## config.mk

```make
export PLATFORM = sky130hd
export DESIGN_NAME = sipo_receiver
export DESIGN_NICKNAME = d
export VERILOG_FILES = /design/src/rtl/sipo_receiver.sv
export SDC_FILE = /design/constraint.sdc
export NUM_CORES = 1
export LEC_CHECK = 0
export BUFFER_PORTS_ARGS = -buffer_cell sky130_fd_sc_hd__clkbuf_2
export CAP_MARGIN = 20
export CORE_MARGIN = 5
export CORE_UTILIZATION = 30
export CTS_BUF_LIST = sky130_fd_sc_hd__clkbuf_4 sky130_fd_sc_hd__clkbuf_8
export DETAILED_ROUTE_END_ITERATION = 10
export GPL_TIMING_DRIVEN = 0
export SLEW_MARGIN = 20
export SYNTH_ARGS = -nofsm -noshare
export SYNTH_HDL_FRONTEND = slang
export SYNTH_SLANG_ARGS = --single-unit
```

## constraint.sdc

```tcl
create_clock -name clk -period 1.5 [get_ports clk]
set_input_delay 0 -clock clk [delete_from_list [all_inputs] [get_ports clk]]
set_output_delay 0 -clock clk [all_outputs]
set_load 0.01 [all_outputs]
```

## src/rtl/sipo_receiver.sv

```systemverilog
// sipo_receiver: LSB-first serial-to-parallel receiver with a single-word holding register and a sticky overrun flag
module sipo_receiver #(
   parameter int WIDTH = 8
) (
   input  logic                       clk,
   input  logic                       rst_b,
   input  logic                       inb,
   input  logic                       en,
   input  logic                       clr,
   input  logic                       dout_ready,
   output logic [WIDTH-1:0]           dout,
   output logic                       dout_valid,
   output logic                       overrun,
   output logic [$clog2(WIDTH)-1:0]   bit_cnt
);
   localparam int CW = $clog2(WIDTH);
   localparam logic [CW-1:0] LAST = CW'(WIDTH - 1);
   typedef enum logic {EMPTY, FULL} state_t;
   state_t            state_q, state_d;
   logic [WIDTH-1:0]  s_q, s_d, dout_q, dout_d, word;
   logic [CW-1:0]     cnt_q, cnt_d;
   logic              ovr_q, ovr_d, done;
   always_ff @(posedge clk or negedge rst_b) begin
      if (!rst_b) begin
         state_q <= EMPTY;
         s_q     <= '0;
         dout_q  <= '0;
         cnt_q   <= '0;
         ovr_q   <= 1'b0;
      end else begin
         state_q <= state_d;
         s_q     <= s_d;
         dout_q  <= dout_d;
         cnt_q   <= cnt_d;
         ovr_q   <= ovr_d;
      end
   end
   always_comb begin
      word    = {inb, s_q[WIDTH-1:1]};
      done    = en && (cnt_q == LAST);
      state_d = state_q;
      s_d     = s_q;
      dout_d  = dout_q;
      cnt_d   = cnt_q;
      ovr_d   = ovr_q;
      if (clr) begin
         state_d = EMPTY;
         s_d     = '0;
         dout_d  = '0;
         cnt_d   = '0;
         ovr_d   = 1'b0;
      end else begin
         if (en) begin
            s_d   = word;
            cnt_d = done ? '0 : cnt_q + 1'b1;
         end
         // a completion while FULL either replaces the consumed word or is dropped
         case (state_q)
            EMPTY: if (done) begin
               state_d = FULL;
               dout_d  = word;
            end
            FULL: begin
               if (done && dout_ready) dout_d = word;
               else if (done) ovr_d = 1'b1;
               else if (dout_ready) state_d = EMPTY;
            end
            default: state_d = EMPTY;
         endcase
      end
   end
   assign dout       = dout_q;
   assign dout_valid = (state_q == FULL);
   assign overrun    = ovr_q;
   assign bit_cnt    = cnt_q;
endmodule

```

==> results of run 1 <==
[kinds of logic after synthesis]
group           after synthesis  synth area share [%]
mux                          16                  17.2
simple gates                 33                  21.0
fa+ha+maj                     2                  2.68
buf+inv                       5                  3.22
flops                        20                  53.6
compound gates                4                  2.28
[worst max-delay path, stage by stage (launching register included)]
cell and delay, ns:
dfrtp_1 0.38, ha_1 0.16, ha_2 0.22, nand2_2 0.10, nor2_8 0.22, mux2i_1 0.21
[metal layers]
layer  up-vias  part of all wire, %  wire length, um  GRT usage [%]
met5         -                    0                0              0
li1        314                    -                -              -
met1       305                   47              826           10.8
met2        14                   47              823           15.0
met4         0                  2.3               40           4.66
met3         4                  4.0               70           1.19
[power by group]
group,internal [mW],switching (mW)
logic,0.0388,0.0444
clock network,0.148,0.165
registers,0.546,0.00526
[per-stage QoR]
stage | hold slack, ns | area, um^2
6_report | 0.0493 | 1150
5_1_grt | 0.0774 | 1150
4_1_cts | 0.0441 | 1130
3_5_place_dp | -0.00741 | 1070
3_3_place_gp | -0.0199 | 1070
2_1_floorplan | -0.296 | 933
[cell type report]
type                    count  area (um^2)
fillers                   311         1880
flip-flops and latches     20          500
multi-input cells          55          405
repair buffers             21          120
well taps                  44         55.1
clock buffers               4         36.3
plain buffers               4         26.3
inverters                   1         3.75
[cells in the mapped netlist]
| master | count |
|---|---|
| a21oi_1 | 3 |
| a31oi_1 | 1 |
| and2b_4 | 1 |
| buf_2 | 3 |
| buf_6 | 1 |
| dfrtp_1 | 20 |
| ha_1 | 2 |
| inv_1 | 1 |
| mux2i_1 | 16 |
| nand2_1 | 1 |
| nand2_2 | 1 |
| nand2b_1 | 16 |
| nand3b_1 | 1 |
| nor2_1 | 11 |
| nor2_8 | 1 |
| nor3b_1 | 1 |
[layout by cell type (no fill, tap or decap), types with 2 or more instances in the layout]
cell / instances
a21oi_1: 3
buf_2: 3
buf_4: 2
clkbuf_2: 17
clkbuf_4: 3
dfrtp_1: 20
dlygate4sd3_1: 2
mux2i_1: 16
nand2b_1: 16
nor2_1: 11
[sequential cells by signal, summed over array words and instances, names as in the netlist]
signal      flops
dout            8
s_q             7
bit_cnt         3
dout_valid      1
overrun         1
[path summary, 6_finish.rpt]
kind,startpoint,endpoint,slack [ns],cells past startpoint
setup / recovery,bit_cnt[0]$_DFFE_PN0P_,dout[4]$_DFFE_PN0P_,0.14,5
hold / removal,en,bit_cnt[1]$_DFFE_PN0P_,0.05,3
setup reg to reg,bit_cnt[0]$_DFFE_PN0P_,dout[4]$_DFFE_PN0P_,0.14,5
hold reg to reg,overrun$_DFFE_PN0P_,overrun$_DFFE_PN0P_,0.51,2
max in group asynchronous,rst_b,dout[7]$_DFFE_PN0P_,0.98,2
min in group asynchronous,rst_b,dout[4]$_DFFE_PN0P_,0.19,2
[what timing repair did]
action	4_1_cts	5_1_grt
hold endpoints to repair	22	0
setup endpoints to repair	0	4
hold buffers	2	0
gates resized for setup	0	1
setup buffers	0	2
==> flow_metrics.py, run 1 <==
metrics = {
    "flow_run": {
        "max_cap_viol_count": 0,
    },
    "die": {
        "pin_count": 19,
        "dieWidth_um": 65.8,
        "initial_core_util_pct": 30.8,
        "rows": 20,
        "core-area_um2": 3030,
        "die_h_um": 65.8,
        "dieArea_um2": 4330,
    },
    "detailed_routing": {
        "firstDrtPassIters": 2,
        "avgViaCountPerCell": 4.28,
        "routedWlPerCell_um": 11.8,
        "dr.first_iter.drc_count": 8,
        "routed_wl_mm": 1.76,
        "drc": 0,
        "antenna_left": 0,
        "vias": 637,
    },
    "cts": {
        "clock_sinks": 20,
        "cts_max_path_buffers": 2,
        "cts_tree": "yes",
        "insertion_delay_ns": 0.29,
        "clkTransAtPathRegs_ns": 0.11,
        "cts_buffers": 3,
        "cts_root_buf": "clkbuf_4",
        "cts_max_level": 1,
    },
    "placed_design": {
        "place_congestion": 0.711,
        "dpl.hpwl_mm": 1.30,
        "io_buffers": 17,
        "pre_cts_ws_ns": 0.0673,
        "post-place-cells": 141,
    },
    "yosys": {
        "ys_types": 16,
        "yosysTopAreaCellShare_pct": 53.6,
        "syn_nets": 88,
        "synth_warnings": 0,
        "synth_area_leader_cell": "dfrtp_1",
        "synth.cell_area_um2": 933,
        "yosys-top-cells-area": "dfrtp_1 (54%), mux2i_1 (17%), nand2b_1 (11%), nor2_1 (4.4%), ha_1 (2.7%)",
        "ys_seq_elements": 20,
        "syn_area_per_cell_um2": 11.7,
        "syn_inst": 80,
        "ys_seq_area_share_pct": 53.6,
    },
    "sta": {
        "slew_headroom_pct": 66.9,
        "max_freq_mhz": 734,
        "fin_crit_ns": 1.36,
        "skew_ns": 0.00137,
        "period_share_pct": 90.8,
        "setup_viol_count_final": 0,
        "worst_slew_pin_slew_ns": 0.497,
        "setup_slack_ns": 0.137,
        "maxSlewViolCount": 0,
        "finalHoldViolations": 0,
        "tns_ns": 0,
        "rsz0062_at_grt": "false",
    },
    "min_path": {
        "min_path_type": "input pin to flip-flop",
    },
    "critical_path": {
        "arrival_ns": 1.59,
        "start_kind": "flip-flop",
        "critPathMaxFanout": 8,
        "endpoint_kind": "flip-flop",
        "critPathKind": "flip-flop to flip-flop",
        "required_ns": 1.73,
    },
    "global_routing": {
        "first_global_vias": 672,
        "grt_max_degree": 21,
        "grtUsageTotal_pct": 8.85,
        "gr-total-overflow": 0,
        "grt_pass1_wl_mm": 2.95,
        "antenna_found_initial": 0,
    },
    "final_layout": {
        "drive_above_1_share_pct": 29.5,
        "fin_nets": 114,
        "finalNonFillerCells": 149,
        "diodes": 0,
        "postLayoutCoreUtil_pct": 37.9,
        "area_growth_pct": 22.9,
    },
    "power": {
        "cellLeakagePower_nw": 0.550,
        "p_per_area_nw_per_um2": 826,
        "ir_drop_uv": 251,
        "power_uw": 947,
    },
    "outcome": {
        "status": "complete, no violations",
    },
}
Power figures use the tool's default switching activity.
==> run 2: changes to the inputs <==
- clock period: 1.5 -> 1.6 ns (I/O delays scaled with it)
==> flow_metrics.py, run 2 (synthesis results as in run 1) <==
metrics = {
    "die": {
        "initial_core_util_pct": 30.8,
        "rows": 20,
        "die_h_um": 65.8,
        "core-area_um2": 3030,
        "dieArea_um2": 4330,
        "dieWidth_um": 65.8,
        "pin_count": 19,
    },
    "final_layout": {
        "final_common_cell": "dfrtp_1",
        "largest_reg_flops": 8,
        "area_growth_pct": 21.0,
        "layout_common_cells": "dfrtp_1 (20), clkbuf_2 (17), nand2b_1 (16), mux2i_1 (16), nor2_1 (11)",
        "drive_above_1_share_pct": 27.2,
        "fin_nets": 112,
        "diodes": 0,
    },
    "cts": {
        "clock_sinks": 20,
        "cts_root_buf": "clkbuf_4",
        "cts_max_path_buffers": 2,
        "cts_max_level": 1,
        "cts_tree": "yes",
        "clkTransAtPathRegs_ns": 0.11,
        "insertion_delay_ns": 0.29,
        "cts_buffers": 3,
        "cts_resized": 0,
    },
    "sta": {
        "period_share_pct": 88.2,
        "maxSlewViolCount": 0,
        "skew_ns": 0.00137,
        "slew_headroom_pct": 66.8,
        "fin_crit_ns": 1.41,
        "fin_hold_ws_ns": 0.0457,
        "tns_ns": 0,
        "max_freq_mhz": 708,
        "rsz0062_at_grt": "false",
        "worst_slew_pin_slew_ns": 0.497,
        "finalHoldViolations": 0,
        "setup_viol_count_final": 0,
    },
    "critical_path": {
        "arrival_ns": 1.64,
        "critPathMaxFanout": 8,
        "endpoint_kind": "flip-flop",
        "critPathKind": "flip-flop to flip-flop",
        "required_ns": 1.83,
        "start_kind": "flip-flop",
    },
    "detailed_routing": {
        "routed_wl_mm": 1.72,
        "drc": 0,
        "dr.first_iter.drc_count": 10,
        "avgViaCountPerCell": 4.27,
        "antenna_left": 0,
        "firstDrtPassIters": 2,
        "vias": 628,
        "routedWlPerCell_um": 11.7,
    },
    "global_routing": {
        "first_global_vias": 672,
        "grt_max_degree": 21,
        "antenna_found_initial": 0,
        "gr-total-overflow": 0,
        "grt_pass1_wl_mm": 2.95,
        "grtUsageTotal_pct": 8.85,
    },
    "outcome": {
        "status": "complete, no violations",
    },
    "placed_design": {
        "io_buffers": 17,
        "dpl.hpwl_mm": 1.30,
        "place_congestion": 0.711,
    },
    "min_path": {
        "min_path_type": "input pin to flip-flop",
    },
    "power": {
        "p_per_area_nw_per_um2": 781,
        "cellLeakagePower_nw": 0.544,
        "ir_drop_uv": 235,
    },
    "flow_run": {
        "max_cap_viol_count": 0,
    },
}
[run 2: cell count changes in the layout (fill, tap and decap cells not counted)]
cell | before | now
ha_1 | 1 | 2
ha_2 | 1 | 0
buf_4 | 2 | 0
[run 2: power by group]
group          switching (mW)  internal, mW  total, mW
Combinational          0.0392        0.0321     0.0712
Sequential            0.00606         0.512      0.518
Clock                   0.155         0.139      0.293
[run 2: path summary, 6_finish.rpt]
path	from	end	slack, ns	cells after the start
max in group asynchronous	rst_b	dout[7]$_DFFE_PN0P_	1.08	2
min	en	bit_cnt[1]$_DFFE_PN0P_	0.05	3
max	bit_cnt[0]$_DFFE_PN0P_	dout[4]$_DFFE_PN0P_	0.19	5
max reg2reg	bit_cnt[0]$_DFFE_PN0P_	dout[4]$_DFFE_PN0P_	0.19	5
min in group asynchronous	rst_b	dout[4]$_DFFE_PN0P_	0.19	2
min reg2reg	overrun$_DFFE_PN0P_	overrun$_DFFE_PN0P_	0.51	2
[run 2: critical path, cell delays in order, from the launching register on]
cell and delay, ns:
dfrtp_1 0.41, ha_1 0.17, ha_1 0.24, nand2_2 0.12, nor2_8 0.20, mux2i_1 0.21
[run 2: final cells by class]
cell class	instances	area, um^2
repair buffers	19	105
fillers	311	1900
flip-flops and latches	20	500
multi-input cells	55	403
plain buffers	4	26.3
inverters	1	3.75
well taps	44	55.1
clock buffers	4	36.3
[run 2: timing repair]
item,in CTS,in global routing
hold endpoints to repair,22,0
buffers inserted,0,0
hold buffers,2,0
[run 2: per-stage QoR]
| step | total power [mW] | instances | setup WS, ns | cell area (um^2) | util, % |
|---|---|---|---|---|---|
| after CTS | 0.893 | 147 | 0.139 | 1130 | 37.3 |
| after global placement | 0.595 | 141 | 0.238 | 1070 | 35.5 |
| final | 0.883 | 147 | 0.188 | 1130 | 37.3 |
| after floorplan | 0.567 | 80 | 0.292 | 933 | - |
| after global routing | 0.927 | 147 | 0.0621 | 1130 | 37.3 |
| after detailed placement | 0.598 | 141 | 0.167 | 1070 | 35.5 |
[run 2: routing by layer]
metal	share of wire, %	global-route usage [%]	routed length [um]
met5	0	0	0
met4	2.3	4.66	40
met3	4.0	1.19	69
met2	46	15.0	799
met1	47	10.8	811
